### config.mk
export PLATFORM = sky130hd
export DESIGN_NAME = slow_clock_monitor
export DESIGN_NICKNAME = d
export VERILOG_FILES = /design/src/rtl/slow_clock_monitor.sv
export SDC_FILE = /design/constraint.sdc
export NUM_CORES = 1
export LEC_CHECK = 0
export ABC_AREA = 1
export CAP_MARGIN = 20
export CELL_PAD_IN_SITES_DETAIL_PLACEMENT = 1
export CELL_PAD_IN_SITES_GLOBAL_PLACEMENT = 1
export CORE_MARGIN = 2
export CORE_UTILIZATION = 40
export CTS_BUF_LIST = sky130_fd_sc_hd__clkbuf_16
export CTS_CLUSTER_SIZE = 25
export DETAILED_ROUTE_END_ITERATION = 7
export PLACE_DENSITY = 0.8
export RECOVER_POWER = 25
export SYNTH_ARGS = -nofsm -noshare
export SYNTH_HDL_FRONTEND = slang
export SYNTH_SLANG_ARGS = --single-unit
### constraint.sdc
create_clock -name clk_i -period 2.4 [get_ports clk_i]
set_clock_uncertainty 0.1 [all_clocks]
set_input_delay 0.72 -clock clk_i [delete_from_list [all_inputs] [get_ports clk_i]]
set_output_delay 0.72 -clock clk_i [all_outputs]
set_load 0.05 [all_outputs]
### src/rtl/slow_clock_monitor.sv
// slow_clock_monitor: measures the period of an asynchronous slow clock in
// clk_i cycles, qualifies it against a tolerance window, and flags lock/loss.
//
// Ports:
//   clk_i          system clock (only clock)
//   rst_i          synchronous active-high reset
//   slow_i         monitored slow clock, asynchronous to clk_i
//   rise_o         one-cycle pulse per synchronized rising edge of slow_i
//   period_o       most recent measured period (held between updates)
//   period_valid_o one-cycle pulse when period_o updates
//   range_err_o    one-cycle pulse when a measured period is out of range
//   locked_o       lock status
//   lost_o         loss status, sticky until the next rising edge
module slow_clock_monitor #(
    parameter int unsigned PERIOD_NOM = 25_000_002,
    parameter int unsigned TOL        = 250_000,
    parameter int unsigned LOCK_N     = 4,
    parameter int unsigned TIMEOUT    = 50_000_004,
    parameter int unsigned CW         = 28
) (
    input  logic          clk_i,
    input  logic          rst_i,
    input  logic          slow_i,
    output logic          rise_o,
    output logic [CW-1:0] period_o,
    output logic          period_valid_o,
    output logic          range_err_o,
    output logic          locked_o,
    output logic          lost_o
);

    localparam int unsigned GW = $clog2(LOCK_N + 1);

    localparam logic [CW-1:0] CNT_MAX = '1;
    localparam longint unsigned CNT_MAX_L = (longint'(1) << CW) - 1;
    localparam logic [CW-1:0] P_LO = CW'(PERIOD_NOM - TOL);
    localparam logic [CW-1:0] P_HI = CW'(PERIOD_NOM + TOL);
    // A timeout beyond the counter range could never be matched once the
    // counter saturates, so it is clamped to the saturation value.
    localparam logic [CW-1:0] TMO_C =
        (longint'(TIMEOUT) >= CNT_MAX_L) ? CNT_MAX : CW'(TIMEOUT);
    localparam logic [GW-1:0] GOOD_N = GW'(LOCK_N);

    typedef enum logic [1:0] {
        IDLE,
        ACQ,
        LOCKED,
        LOST
    } state_e;

    state_e        state_q, state_d;
    logic          s1_q, s2_q, s3_q;
    logic [CW-1:0] cnt_q, cnt_d;
    logic [GW-1:0] good_q, good_d;
    logic          rise_q, rise_d;
    logic [CW-1:0] period_q, period_d;
    logic          valid_q, valid_d;
    logic          err_q, err_d;
    logic          locked_q, locked_d;
    logic          lost_q, lost_d;

    logic          rise;
    logic          in_range;
    logic          tmo;
    logic [GW-1:0] good_inc;

    always_comb begin
        rise     = s2_q & ~s3_q;
        in_range = (cnt_q >= P_LO) && (cnt_q <= P_HI);
        tmo      = (cnt_q == TMO_C);
        good_inc = good_q + 1'b1;

        // Saturating interval counter, restarted by each edge.
        if (rise) begin
            cnt_d = CW'(1);
        end else if (cnt_q == CNT_MAX) begin
            cnt_d = cnt_q;
        end else begin
            cnt_d = cnt_q + 1'b1;
        end

        state_d  = state_q;
        good_d   = good_q;
        rise_d   = rise;
        period_d = period_q;
        valid_d  = 1'b0;
        err_d    = 1'b0;
        locked_d = locked_q;
        lost_d   = lost_q;

        unique case (state_q)
            IDLE: begin
                // First edge has no start point, so nothing is reported.
                if (rise) begin
                    state_d = ACQ;
                end else if (tmo) begin
                    state_d = LOST;
                    lost_d  = 1'b1;
                end
            end
            ACQ: begin
                if (rise) begin
                    period_d = cnt_q;
                    valid_d  = 1'b1;
                    err_d    = ~in_range;
                    if (in_range) begin
                        good_d = good_inc;
                        if (good_inc == GOOD_N) begin
                            state_d  = LOCKED;
                            locked_d = 1'b1;
                        end
                    end else begin
                        good_d = '0;
                    end
                end else if (tmo) begin
                    state_d  = LOST;
                    lost_d   = 1'b1;
                    locked_d = 1'b0;
                    good_d   = '0;
                end
            end
            LOCKED: begin
                if (rise) begin
                    period_d = cnt_q;
                    valid_d  = 1'b1;
                    err_d    = ~in_range;
                    if (!in_range) begin
                        state_d  = ACQ;
                        locked_d = 1'b0;
                        good_d   = '0;
                    end
                end else if (tmo) begin
                    state_d  = LOST;
                    lost_d   = 1'b1;
                    locked_d = 1'b0;
                    good_d   = '0;
                end
            end
            LOST: begin
                locked_d = 1'b0;
                good_d   = '0;
                // The interval spans the outage, so it is not reported.
                if (rise) begin
                    state_d = ACQ;
                    lost_d  = 1'b0;
                end
            end
            default: begin
                state_d = IDLE;
            end
        endcase
    end

    always_ff @(posedge clk_i) begin
        if (rst_i) begin
            state_q  <= IDLE;
            s1_q     <= 1'b0;
            s2_q     <= 1'b0;
            s3_q     <= 1'b0;
            cnt_q    <= '0;
            good_q   <= '0;
            rise_q   <= 1'b0;
            period_q <= '0;
            valid_q  <= 1'b0;
            err_q    <= 1'b0;
            locked_q <= 1'b0;
            lost_q   <= 1'b0;
        end else begin
            state_q  <= state_d;
            s1_q     <= slow_i;
            s2_q     <= s1_q;
            s3_q     <= s2_q;
            cnt_q    <= cnt_d;
            good_q   <= good_d;
            rise_q   <= rise_d;
            period_q <= period_d;
            valid_q  <= valid_d;
            err_q    <= err_d;
            locked_q <= locked_d;
            lost_q   <= lost_d;
        end
    end

    assign rise_o         = rise_q;
    assign period_o       = period_q;
    assign period_valid_o = valid_q;
    assign range_err_o    = err_q;
    assign locked_o       = locked_q;
    assign lost_o         = lost_q;

endmodule

== Word-level counts from Yosys, hierarchy flattened ==
Cells that the tools add are included.
Cells by class
  add/subtract/negate cells: 2
  $lt $le $gt $ge: 2
  equality and inequality tests: 13
  muxes and demuxes: 29
  bitwise gates (word level): 5
  reductions and logical operators: 13
Operators by type and width (count)
  $add A28 B1 Y28 const B: 1
  $eq A28 B26 Y1 const B: 1
  $eq A28 B28 Y1 const B: 1
  $ge A28 B25 Y1 const B: 1
  $le A28 B25 Y1 const B: 1
  $mux W2: 8
  $mux W3: 5
  $mux W1: 12
  $ne A3 B3 Y1 const B: 3
  $pmux W3 S3: 1
  $pmux W2 S4: 1
  $reduce_and A4 Y1: 2
  $ne A2 B2 Y1 const B: 3
  $reduce_or A2 Y1: 3
  $reduce_or A3 Y1: 2
  $eq A2 B2 Y1 const B: 2
  $not A1 Y1: 4
  $reduce_and A2 Y1: 2
  $add A3 B1 Y3 const B: 1
  $eq A3 B3 Y1 const B: 1
  $pmux W1 S3: 1
  $reduce_and A3 Y1: 1
  $reduce_bool A3 Y1: 1
  $eq A2 B1 Y1 const B: 1
  other kinds (5): 5
Storage, ports and cells
  bits in registers: 69
  bits of input ports: 3
  output and inout port bits: 33
  word-level logic and storage cells: 77

== Longest topological paths before layout ==
  depth after elaboration: 6
  depth in mapped cells: 16
  depth with buffers taken out: 16

== Worst setup path after synthesis ==
OpenSTA, ideal clock, no wires.
  path type: register -> register
  from: register cnt_q[0]
  to: register cnt_q[0]
  setup time: 0.132 ns
  arrival time: 1.599 ns
  data required time: 2.168 ns
  setup slack: 0.569 ns
  cell stages (with the launch flop): 11
  path buffers: 0
  period minus slack after synthesis: 1.831 ns
  path through: dfxtp_1 ha_1 inv_1 nor2_4 nand4_4 inv_1 nand2_1 nor3_4 inv_2 a21oi_1 a21oi_1
Between the ends
  cells in the longest elaborated chain, start to end: 3
  elaborated cells between the ends (all ways): 5
  those cells by class: 1 x add/sub; 2 x eq/ne; 2 x mux
Ends and longest elaborated chain
  from (decl): RTL line 53  | logic [CW-1:0] cnt_q, cnt_d;
  from (signal assigned): RTL line 173  | cnt_q <= cnt_d;
  $add A28 B1 Y28: RTL line 79  | cnt_d = cnt_q + 1'b1;
  $mux W1: RTL line 76  | end else if (cnt_q == CNT_MAX) begin
  $mux W1: RTL line 74  | if (rise) begin
Parallel ways exist; a longest one is shown, timed or not. The select of a mux whose other input is x is not followed.
A chain may end at the register's enable or synchronous reset.

== Final worst setup path ==
  from: register period_q[25] (netlist: period_o[25])
  to: output period_o[25]
RTL lines
  from (decl): RTL line 56  | logic [CW-1:0] period_q, period_d;
  from (signal assigned): RTL line 176  | period_q <= period_d;
  to (decl): RTL line 25  | output logic [CW-1:0] period_o,
No word-level cell between the ends.

==> run_summary.xml <==
<?xml version="1.0" encoding="UTF-8"?>
<metrics>
  <group name="layout">
    <metric name="multi_input_area" unit="sq um">1850</metric>
    <metric name="layout_common_cells" unit="">nand2_1, inv_1, dfxtp_1, nor2_1, o21ai_0</metric>
    <metric name="fin_nets" unit="">573</metric>
    <metric name="post_layout_nonfiller_instances" unit="">673</metric>
    <metric name="insertedDiodeCount" unit="">0</metric>
    <metric name="drive_gt1_frac" unit="">0.0903</metric>
    <metric name="seqCellArea" unit="sq um">1380</metric>
    <metric name="areaGrowthSynthToFinish" unit="%">22.1</metric>
    <metric name="layout.cells.most_common" unit="">nand2_1</metric>
    <metric name="post-route-cell-area" unit="sq um">4380</metric>
    <metric name="number_of_filler_cells_placed_in_the_layout" unit="">1145</metric>
    <metric name="post-route-util" unit="">0.502</metric>
  </group>
  <group name="worst_setup_path">
    <metric name="timing.critical_path.slowest_stage_cell" unit="">clkdlybuf4s50_1</metric>
    <metric name="path_max_fanout" unit="">2</metric>
    <metric name="critPathArrivalTime" unit="ns">1.49</metric>
    <metric name="cell_family_contributing_the_most_delay_on_the_critical_path" unit="">buffers and inverters</metric>
    <metric name="cp_data_required_time" unit="ns">1.58</metric>
    <metric name="critical_path.reg2reg.endpoint" unit="">cnt_q[25]$_SDFFE_PP0P_</metric>
    <metric name="cp_num_buf_inv" unit="">1</metric>
    <metric name="reg2reg_slack" unit="ns">0.16</metric>
    <metric name="worst_path_largest_cell_delay" unit="ns">0.82</metric>
    <metric name="ff2ff_path_depth" unit="">8</metric>
    <metric name="crit-reg2reg-launch" unit="">cnt_q[17]$_SDFFE_PP0P_</metric>
    <metric name="timing.critical_path.cells" unit="">clkdlybuf4s50_1</metric>
    <metric name="worst_setup_path_start_kind" unit="">flop</metric>
    <metric name="critPathKind" unit="">flop to output pin</metric>
    <metric name="worstSetupEndpointType" unit="">output pin</metric>
  </group>
  <group name="die">
    <metric name="floorplan.initialDensity" unit="">0.411</metric>
    <metric name="core_region_area" unit="sq um">8720</metric>
    <metric name="std_cell_rows" unit="">34</metric>
    <metric name="die_area" unit="sq um">9730</metric>
    <metric name="floorplan.io_pins" unit="">36</metric>
    <metric name="die_y" unit="microns">98.7</metric>
    <metric name="die_width" unit="microns">98.7</metric>
  </group>
  <group name="detailed_routing">
    <metric name="first_iteration_detailed_routing_drc_count" unit="">148</metric>
    <metric name="routed_wire_length_per_instance" unit="microns">17.1</metric>
    <metric name="drt_wl_total" unit="microns">11500</metric>
    <metric name="dr.pass1.iters" unit="">4</metric>
    <metric name="drc_errors" unit="">0</metric>
    <metric name="vias" unit="">3596</metric>
    <metric name="final_antenna_net_count" unit="">0</metric>
    <metric name="viasPerCell" unit="">5.34</metric>
  </group>
  <group name="timing">
    <metric name="final_worst_path_period_need" unit="ns">2.31</metric>
    <metric name="final-setup-viol-count" unit="">0</metric>
    <metric name="layout_worst_path_cycle_share" unit="">0.962</metric>
    <metric name="max_freq" unit="MHz">433</metric>
    <metric name="setup_repair_after_global_routing_missed_its_margin" unit="">no</metric>
    <metric name="hold_viol_final" unit="">0</metric>
    <metric name="timing_worst_slew_pin_value" unit="ns">0.591</metric>
    <metric name="fin_hold_ws" unit="ns">0.312</metric>
    <metric name="final.setup.worst_slack" unit="ns">0.0919</metric>
    <metric name="timing.slew.headroom" unit="">0.606</metric>
    <metric name="timing.final.max_slew_violations" unit="">0</metric>
    <metric name="finalSetupTns" unit="ns">0</metric>
  </group>
  <group name="clock_tree">
    <metric name="cts.path.max_buffers" unit="">2</metric>
    <metric name="cts.sinks" unit="">69</metric>
    <metric name="clockRootBuffer" unit="">clkbuf_16</metric>
    <metric name="clk_transition_reported_paths" unit="ns">0.06</metric>
    <metric name="hold_buffers" unit="">0</metric>
    <metric name="clock_latency" unit="ns">0.34</metric>
    <metric name="cts_tree" unit="">done</metric>
    <metric name="cts-htree-levels" unit="">3</metric>
    <metric name="cts-buffers-inserted" unit="">9</metric>
    <metric name="cts_setup_buffers" unit="">0</metric>
  </group>
  <group name="place">
    <metric name="port_buffers" unit="">35</metric>
    <metric name="finalWeightedCongestion" unit="">0.914</metric>
    <metric name="post_dp_cell_area" unit="sq um">4120</metric>
    <metric name="placed_cells_incl_taps" unit="">658</metric>
    <metric name="dp_hpwl" unit="microns">8800</metric>
    <metric name="place_worst_setup_slack" unit="ns">0.203</metric>
  </group>
  <group name="power_and_ir_drop">
    <metric name="total_power" unit="mW">2.62</metric>
    <metric name="max-vdd-ir-drop" unit="mV">0.369</metric>
    <metric name="power.density" unit="nW/um^2">598</metric>
    <metric name="cellLeakagePower" unit="nW">1.88</metric>
  </group>
  <group name="global_route">
    <metric name="overall_overflow_remaining_after_global_route" unit="">0</metric>
    <metric name="global_route_wire_length_before_repair" unit="microns">19200</metric>
    <metric name="first_global_vias" unit="">3761</metric>
    <metric name="grtUsageTotal" unit="">0.249</metric>
    <metric name="antenna_found_initial" unit="">0</metric>
    <metric name="grt_max_degree" unit="">56</metric>
  </group>
  <group name="synth">
    <metric name="async_reset_ff_frac" unit="">0</metric>
    <metric name="ys_warn_count" unit="">0</metric>
    <metric name="yosys_most_used_dff" unit="">dfxtp_1</metric>
    <metric name="number_of_synthesized_flops_with_an_enable_pin" unit="">0</metric>
    <metric name="synth.yosys.seq_area_share" unit="">0.385</metric>
    <metric name="synth_cell_type_count" unit="">35</metric>
    <metric name="avgSynthCellArea" unit="sq um">6.96</metric>
    <metric name="syn-instance-count" unit="">515</metric>
    <metric name="synth_fp_nets" unit="">527</metric>
    <metric name="synth_area" unit="sq um">3580</metric>
    <metric name="yosys_register_bits" unit="">69</metric>
  </group>
  <group name="flow_run">
    <metric name="cap_viol_max_count" unit="">0</metric>
  </group>
  <group name="outcome">
    <metric name="status" unit="">completed</metric>
  </group>
  <group name="hold_path">
    <metric name="hold-path-endpoint" unit="">s2_q$_SDFF_PP0_</metric>
    <metric name="worstHoldStart" unit="">s1_q$_SDFF_PP0_</metric>
    <metric name="hold_path_depth" unit="">2</metric>
    <metric name="min-delay-path-class" unit="">flop to flop</metric>
  </group>
</metrics>
==> cells in the mapped netlist (7+ instances only) <==
cell type	number	area, sq um
nand2_1	99	372
inv_1	75	282
dfxtp_1	69	1380
nor2_1	51	191
o21ai_0	48	240
a21oi_1	43	215
nand3_1	25	125
nand4_1	13	81.3
nor3_1	13	65.1
clkbuf_1	11	41.3
xor2_1	11	96.3
ha_1	9	113
nor2_2	7	43.8
==> sequential cells by signal, summed over array words and instances (netlist names) <==
signal,cells
s1_q,1
cnt_q,28
period_valid_o,1
lost_o,1
state_q,2
rise_o,1
range_err_o,1
s2_q,1
good_q,3
period_o,28
s3_q,1
locked_o,1
==> worst min-delay path, delay by kind of cell (launching register included) <==
kind	cells	cell delay (ns)
flops	1	0.30
buf+inv	1	0.04
simple gates	1	0.03
==> worst max path at each step <==
stage	to	start	slack (ns)	cells past startpoint
2_1_floorplan	cnt_q[0]$_SDFFE_PP0P_	cnt_q[0]$_SDFFE_PP0P_	0.57	10
3_3_place_gp	cnt_q[4]$_SDFFE_PP0P_	rst_i	0.21	5
3_5_place_dp	cnt_q[4]$_SDFFE_PP0P_	rst_i	0.20	5
4_1_cts	period_o[25]	period_o[25]$_SDFFE_PP0P_	0.08	1
5_1_grt	cnt_q[26]$_SDFFE_PP0P_	cnt_q[17]$_SDFFE_PP0P_	0.05	8
6_report	period_o[25]	period_o[25]$_SDFFE_PP0P_	0.09	1
==> where the power goes <==
group	internal, mW	switching [mW]	leakage (nW)	total (mW)
clock	0.691	0.523	0.125	1.21
sequential	1.17	0.0153	0.558	1.19
combinational	0.0703	0.149	1.19	0.220
total	1.93	0.688	1.88	2.62
==> what timing repair did <==
action,CTS,global route
hold endpoints to repair,0,0
resized for setup,0,1
setup endpoints to repair,0,1
==> cell families (layout without fill, tap and decap cells) <==
group,after synthesis,after routing,synth area share
DFF,69,69,0.385
adders and majority gates,9,9,0.0314
AOI/OAI and AO/OA,102,102,0.147
xor gates and xnor gates,11,11,0.0269
buffers and inverters,93,143,0.0999
and+or+nand+nor,231,231,0.310
==> layer usage <==
layer	GRT usage	vias to the layer above	wire length [microns]
li1	-	1775	-
met1	0.332	1724	5300
met2	0.417	81	5560
met3	0.0355	16	435
met4	0.0822	0	238
met5	0	-	0
==> final cells by class <==
cell class / instances / share of cell area
clock buffers: 9 / 0.0515
clock inverters: 6 / 0.00943
inverters: 80 / 0.0686
multi-input cells: 353 / 0.423
flip-flops and latches: 69 / 0.316
well taps: 108 / 0.0309
repair buffers: 48 / 0.101
Power figures use the tool's default switching activity.
==> patch 1 (same flow settings) <==
Remove the register `valid_q`: a continuous assignment takes its place, so the output `period_valid_o` follows one clock earlier.
--- a/src/rtl/slow_clock_monitor.sv
+++ b/src/rtl/slow_clock_monitor.sv
@@ -162,5 +162,4 @@
             rise_q   <= 1'b0;
             period_q <= '0;
-            valid_q  <= 1'b0;
             err_q    <= 1'b0;
             locked_q <= 1'b0;
@@ -175,5 +174,4 @@
             rise_q   <= rise_d;
             period_q <= period_d;
-            valid_q  <= valid_d;
             err_q    <= err_d;
             locked_q <= locked_d;
@@ -181,4 +179,6 @@
         end
     end
+
+    assign valid_q = valid_d;
 
     assign rise_o         = rise_q;
Formal check against the unedited RTL: not equivalent (a bounded check fails within 10 cycles, from zero or initial values and one cycle with rst_i high).
==> patch 1 against the unedited design <==
Worst setup slack worse by 0.0030 ns; die area up 2.8%; total power up 1.8%; routed wire length up 4.4%; critical endpoint is now period_valid_o; first-iteration DRC count down 2.0%; cell area up 1.7%; area after synthesis up 2.9%; synthesized cell count up 3.3%; final cell count up 2.2%; sequential cell count down 1.
==> patch 1: results (changes against the unedited design) <==
- Sequential fraction of the synthesis area: 36.91% (-1.6 points)
- Post-Syn Nets: 544 (+3.2%)
- Detailed Route WL: 12.05 mm (+4.4%)
- Fraction of layout cells with a size suffix above 1: 9.532% (+0.51 points)
- Vias in the first global route: 3835 (+2.0%)
- Synth cell count leaders: 98 x nand2_1, 69 x inv_1, 68 x dfxtp_1
- Placed Cells: 671 (+2.0%)
- R2r startpoint: cnt_q[13]
- # nets final: 584 (+1.9%)
- CP Launch Point: state_q[0]
- Largest net degree at the start of global routing: 54 (-3.6%)
- Post-DP HPWL: 9.080 mm (+3.2%)
- Final hold slack: 0.3122 ns (+0.0004190 ns)
- Root Driver: clkbuf_16
- Pre-CTS setup slack: -0.003721 ns (-0.2063 ns)
- Worst Tran Pin Value: 0.8082 ns (+0.2171 ns)
- First-pass GRT wire length: 19.84 mm (+3.5%)
- Worst-path clk slew: 0.06 ns (about the same)
- Aggregate global routing overflow: 0 (unchanged)
- Via/cell ratio: 5.375 (+0.59%)
- Status: completed
- Worst VDD drop: 335.2 uV (-9.2%)
- R2R cell count: 7 (-1)
- 1st-iter DRT viols: 145 (-2.0%)
- Ant diodes: 0 (unchanged)
- GPL Wtd Cong: 0.8903 (-2.6%)
- Tot GR Track Use: 25.43% (+0.50 points)
- Synthesized instance count: 532 (+3.3%)
- Starting Density: 40.49% (-0.60 points)
- FF-to-FF End: cnt_q[0]
- Wire length per cell: 17.51 um (+2.1%)
- CTS Buf Count: 9 (unchanged)
- Int Pwr: 2.010 mW (+4.1%)
- Area contributors post-synth: dfxtp_1 37%, nand2_1 10%, inv_1 7.0%
- Static Leak: 1.852 nW (-1.3%)
- Port bufs: 35 (unchanged)
- R2R setup slack: 0.18 ns (+0.02 ns)
- Worst-skew pair later-pin latency: 0.33 ns
- Crit-path max FO: 4 (+2)
- Distinct cells, synth: 37 (+5.7%)
-- patch 1: cell types whose count changed after synthesis, moves of 5 or more --
| cell | before | now |
|---|---|---|
| nand2_2 | 1 | 7 |
| nand3_1 | 25 | 33 |
| xor2_1 | 11 | 16 |
| nor2_1 | 51 | 59 |
| buf_2 | 1 | 7 |
| inv_1 | 75 | 69 |
| o21ai_0 | 48 | 41 |
-- patch 1: kinds of logic (layout without fill, tap and decap cells) --
| kind of cell | after synthesis | count (layout) | share of synthesized area [%] |
|---|---|---|---|
| xor+xnor | 18 | 18 | 4.274 |
| flops | 68 | 68 | 36.91 |
| buf+inv | 91 | 136 | 9.701 |
| fa+ha+maj | 9 | 9 | 3.053 |
| simple gates | 248 | 248 | 32.29 |
| compound gates | 98 | 98 | 13.77 |
-- patch 1: repair_timing --
action	in CTS	in global routing
pin swaps	1	0
resized for setup	2	1
buffers inserted	1	0
endpoints found under the setup margin	1	1
-- patch 1: metrics by stage --
step	cell area (sq um)	total power, mW
floorplan	3689	1.329
global placement	4170	1.392
detailed placement	4170	1.401
CTS	4467	2.685
global route	4452	2.749
finish	4452	2.665
-- patch 1: final cells by class --
| class | instances | area, sq um |
|---|---|---|
| clock buffer | 9 | 225.2 |
| clock inverter | 7 | 60.06 |
| fill | 1204 | 4657 |
| inverter | 74 | 279.0 |
| multi-input combinational | 373 | 1959 |
| sequential | 68 | 1363 |
| tap | 111 | 138.9 |
| timing repair buffer | 46 | 426.7 |
-- patch 1: worst max-delay path: stages, from the launching register on --
cell	delay (ns)
dfxtp_2	0.35
inv_1	0.10
ha_1	0.32
nand2_2	0.10
clkinv_2	0.08
buf_4	0.19
-- patch 1: routing by layer --
layer  global-route usage [%]  wire length, um
met5                        0                0
met3                    3.552              416
met1                    32.43             5519
met4                    8.325              183
met2                    44.33             5927
-- patch 1: worst max-delay path by stage --
stage                     end  slack (ns)  cells past startpoint
2_1_floorplan  period_valid_o       0.005                      5
3_3_place_gp      period_o[9]        0.17                      4
5_1_grt              locked_o       0.009                     13
6_report       period_valid_o        0.09                      5
3_5_place_dp     period_o[14]      -0.004                      4
4_1_cts        period_valid_o        0.02                      5
-- patch 1: power by group through the flow --
stage          Combinational [mW]  Sequential (mW)  Clock (mW)
3_5_place_dp                0.209             1.19           0
3_3_place_gp                0.201             1.19           0
2_1_floorplan              0.0904             1.24           0
4_1_cts                     0.215             1.17        1.30
6_report                    0.213             1.17        1.28
5_1_grt                     0.230             1.17        1.35
==> patch 2 (same flow settings) <==
Made on the original files. Set the parameter `LOCK_N` to 8 (it was 4).
--- a/src/rtl/slow_clock_monitor.sv
+++ b/src/rtl/slow_clock_monitor.sv
@@ -15,5 +15,5 @@
     parameter int unsigned PERIOD_NOM = 25_000_002,
     parameter int unsigned TOL        = 250_000,
-    parameter int unsigned LOCK_N     = 4,
+    parameter int unsigned LOCK_N     = 8,
     parameter int unsigned TIMEOUT    = 50_000_004,
     parameter int unsigned CW         = 28
Check against the original RTL: same outputs for any inputs over 10 cycles, from zero or initial values and one cycle with rst_i high; that may be too few to reach the edited logic, so the function may still have changed.
==> patch 2 against the unedited design <==
Total power grew 5.8%; worst setup slack lost 0.011 ns; routed wire length grew 0.98%; register-to-register slack lost 0.03 ns; core utilization grew 0.37 points; cell area grew 0.74%; synthesized cell count grew 1.2%; sequential cell count grew 1; area after synthesis grew 0.24%; critical path type unchanged.
==> patch 2: results (changes against the unedited design) <==
- Status: completed
- GRT met2 Usage: 40.70% (-0.96 points)
- 1st-iter DRT viols: 234 (+58%)
- Largest net degree at the start of global routing: 55 (-1.8%)
- Distinct cells, synth: 36 (+2.9%)
- Static Leak: 1.852 nW (-1.3%)
- R2R setup slack: 0.13 ns (-0.03 ns)
- Register area: 1401 sq um (+1.4%)
- Placed Area: 4100 sq um (-0.52%)
- Area contributors post-synth: dfxtp_1 39%, nand2_1 9.9%, inv_1 7.0%
- Layout non-clock buf frac: 9.620% (-0.53 points)
- Comb_multi_in: 363 (+2.8%)
- Pre-CTS setup slack: -0.006106 ns (-0.2086 ns)
- CP arrival: 1.50 ns
- CTS Sinks: 70 (+1.4%)
- Detailed Route WL: 11.65 mm (+0.98%)
- Met1 WL: 5.408 mm (+2.1%)
- Post-DP HPWL: 8.561 mm (-2.7%)
- Worst VDD drop: 337.7 uV (-8.5%)
- # nets final: 574 (+0.17%)
- Total iterations of the first detailed-routing run: 5 (+1)
- First-pass GRT wire length: 19.31 mm (+0.79%)
- GPL Wtd Cong: 0.8636 (-5.5%)
- Tot GR Track Use: 24.82% (-0.10 points)
- Vias in the first global route: 3823 (+1.6%)
- Fraction of layout cells with a size suffix above 1: 8.627% (-0.40 points)
- R2r startpoint: cnt_q[1]
- Met3 wire len: 554 um (+27%)
- Post-Syn Nets: 532 (+0.95%)
- Metal2 WL: 5.459 mm (-1.9%)
- GR Util met3: 3.759% (+0.21 points)
- Placed Cells: 660 (+0.30%)
- Synth cell count leaders: 95 x nand2_1, 70 x dfxtp_1, 67 x inv_1
- Clock buf/inv share: 6.782% (+0.69 points)
- Worst Tran Pin Value: 0.7785 ns (+0.1874 ns)
- Area Growth Syn to Fin: 22.74%
- Row count: 34 (unchanged)
- M1 GR Usage: 33.25% (about the same)
- FILL cells: 1126 (-1.7%)
- Mean post-synth cell area: 6.895 sq um (-0.91%)
- Final hold slack: 0.3047 ns (-0.007121 ns)
- FF-to-FF End: cnt_q[15]
- R2R cell count: 11 (+3)
- Sequential fraction of the synthesis area: 39.01% (+0.46 points)
- Via/cell ratio: 5.503 (+3.0%)
- Non-clock inverters: 75 (-6.3%)
- Buffers, non-clock: 44 (-8.3%)
- Net switching power: 709.1 uW (+3.1%)
- Multi-input logic area: 1868 sq um (+1.0%)
[patch 2: cell count changes in the layout (fill, tap and decap cells not counted), moves of 4 or more]
cell / unedited run / this run
nor3_1: 12 / 18
nand3_1: 25 / 34
buf_4: 11 / 6
o21ai_0: 48 / 42
nand2_1: 99 / 94
nor2_2: 7 / 2
nand2_2: 1 / 6
nor2_1: 51 / 56
inv_1: 75 / 68
a21oi_1: 43 / 47
[patch 2: logic make-up (layout without fill, tap and decap cells)]
family | count (synthesis) | after routing | synth area share (%)
XOR/XNOR | 12 | 12 | 2.926
AND/OR/NAND/NOR | 242 | 242 | 31.17
adder cells (fa/ha/maj) | 8 | 8 | 2.787
buffers and inverters | 88 | 135 | 9.439
AO/OA/AOI/OAI | 101 | 101 | 14.66
flip-flops | 70 | 70 | 39.01
[patch 2: power by group through the flow]
stage               registers [mW]  logic [mW]  clock network [mW]
floorplan                     1.28      0.0904                   0
global placement              1.23       0.203                   0
detailed placement            1.23       0.212                   0
CTS                           1.20       0.214                1.37
global route                  1.21       0.231                1.43
finish                        1.20       0.213                1.35
[patch 2: worst max-delay path by stage]
| stage | slack [ns] | to | from | cells past startpoint |
|---|---|---|---|---|
| 6_report | 0.08 | period_o[23] | period_o[23] | 1 |
| 5_1_grt | 0.02 | good_q[3] | cnt_q[0] | 16 |
| 4_1_cts | 0.02 | cnt_q[15] | cnt_q[1] | 11 |
| 3_5_place_dp | -0.006 | period_o[6] | rst_i | 4 |
| 3_3_place_gp | 0.13 | cnt_q[15] | cnt_q[0] | 11 |
| 2_1_floorplan | 0.49 | cnt_q[22] | cnt_q[1] | 12 |
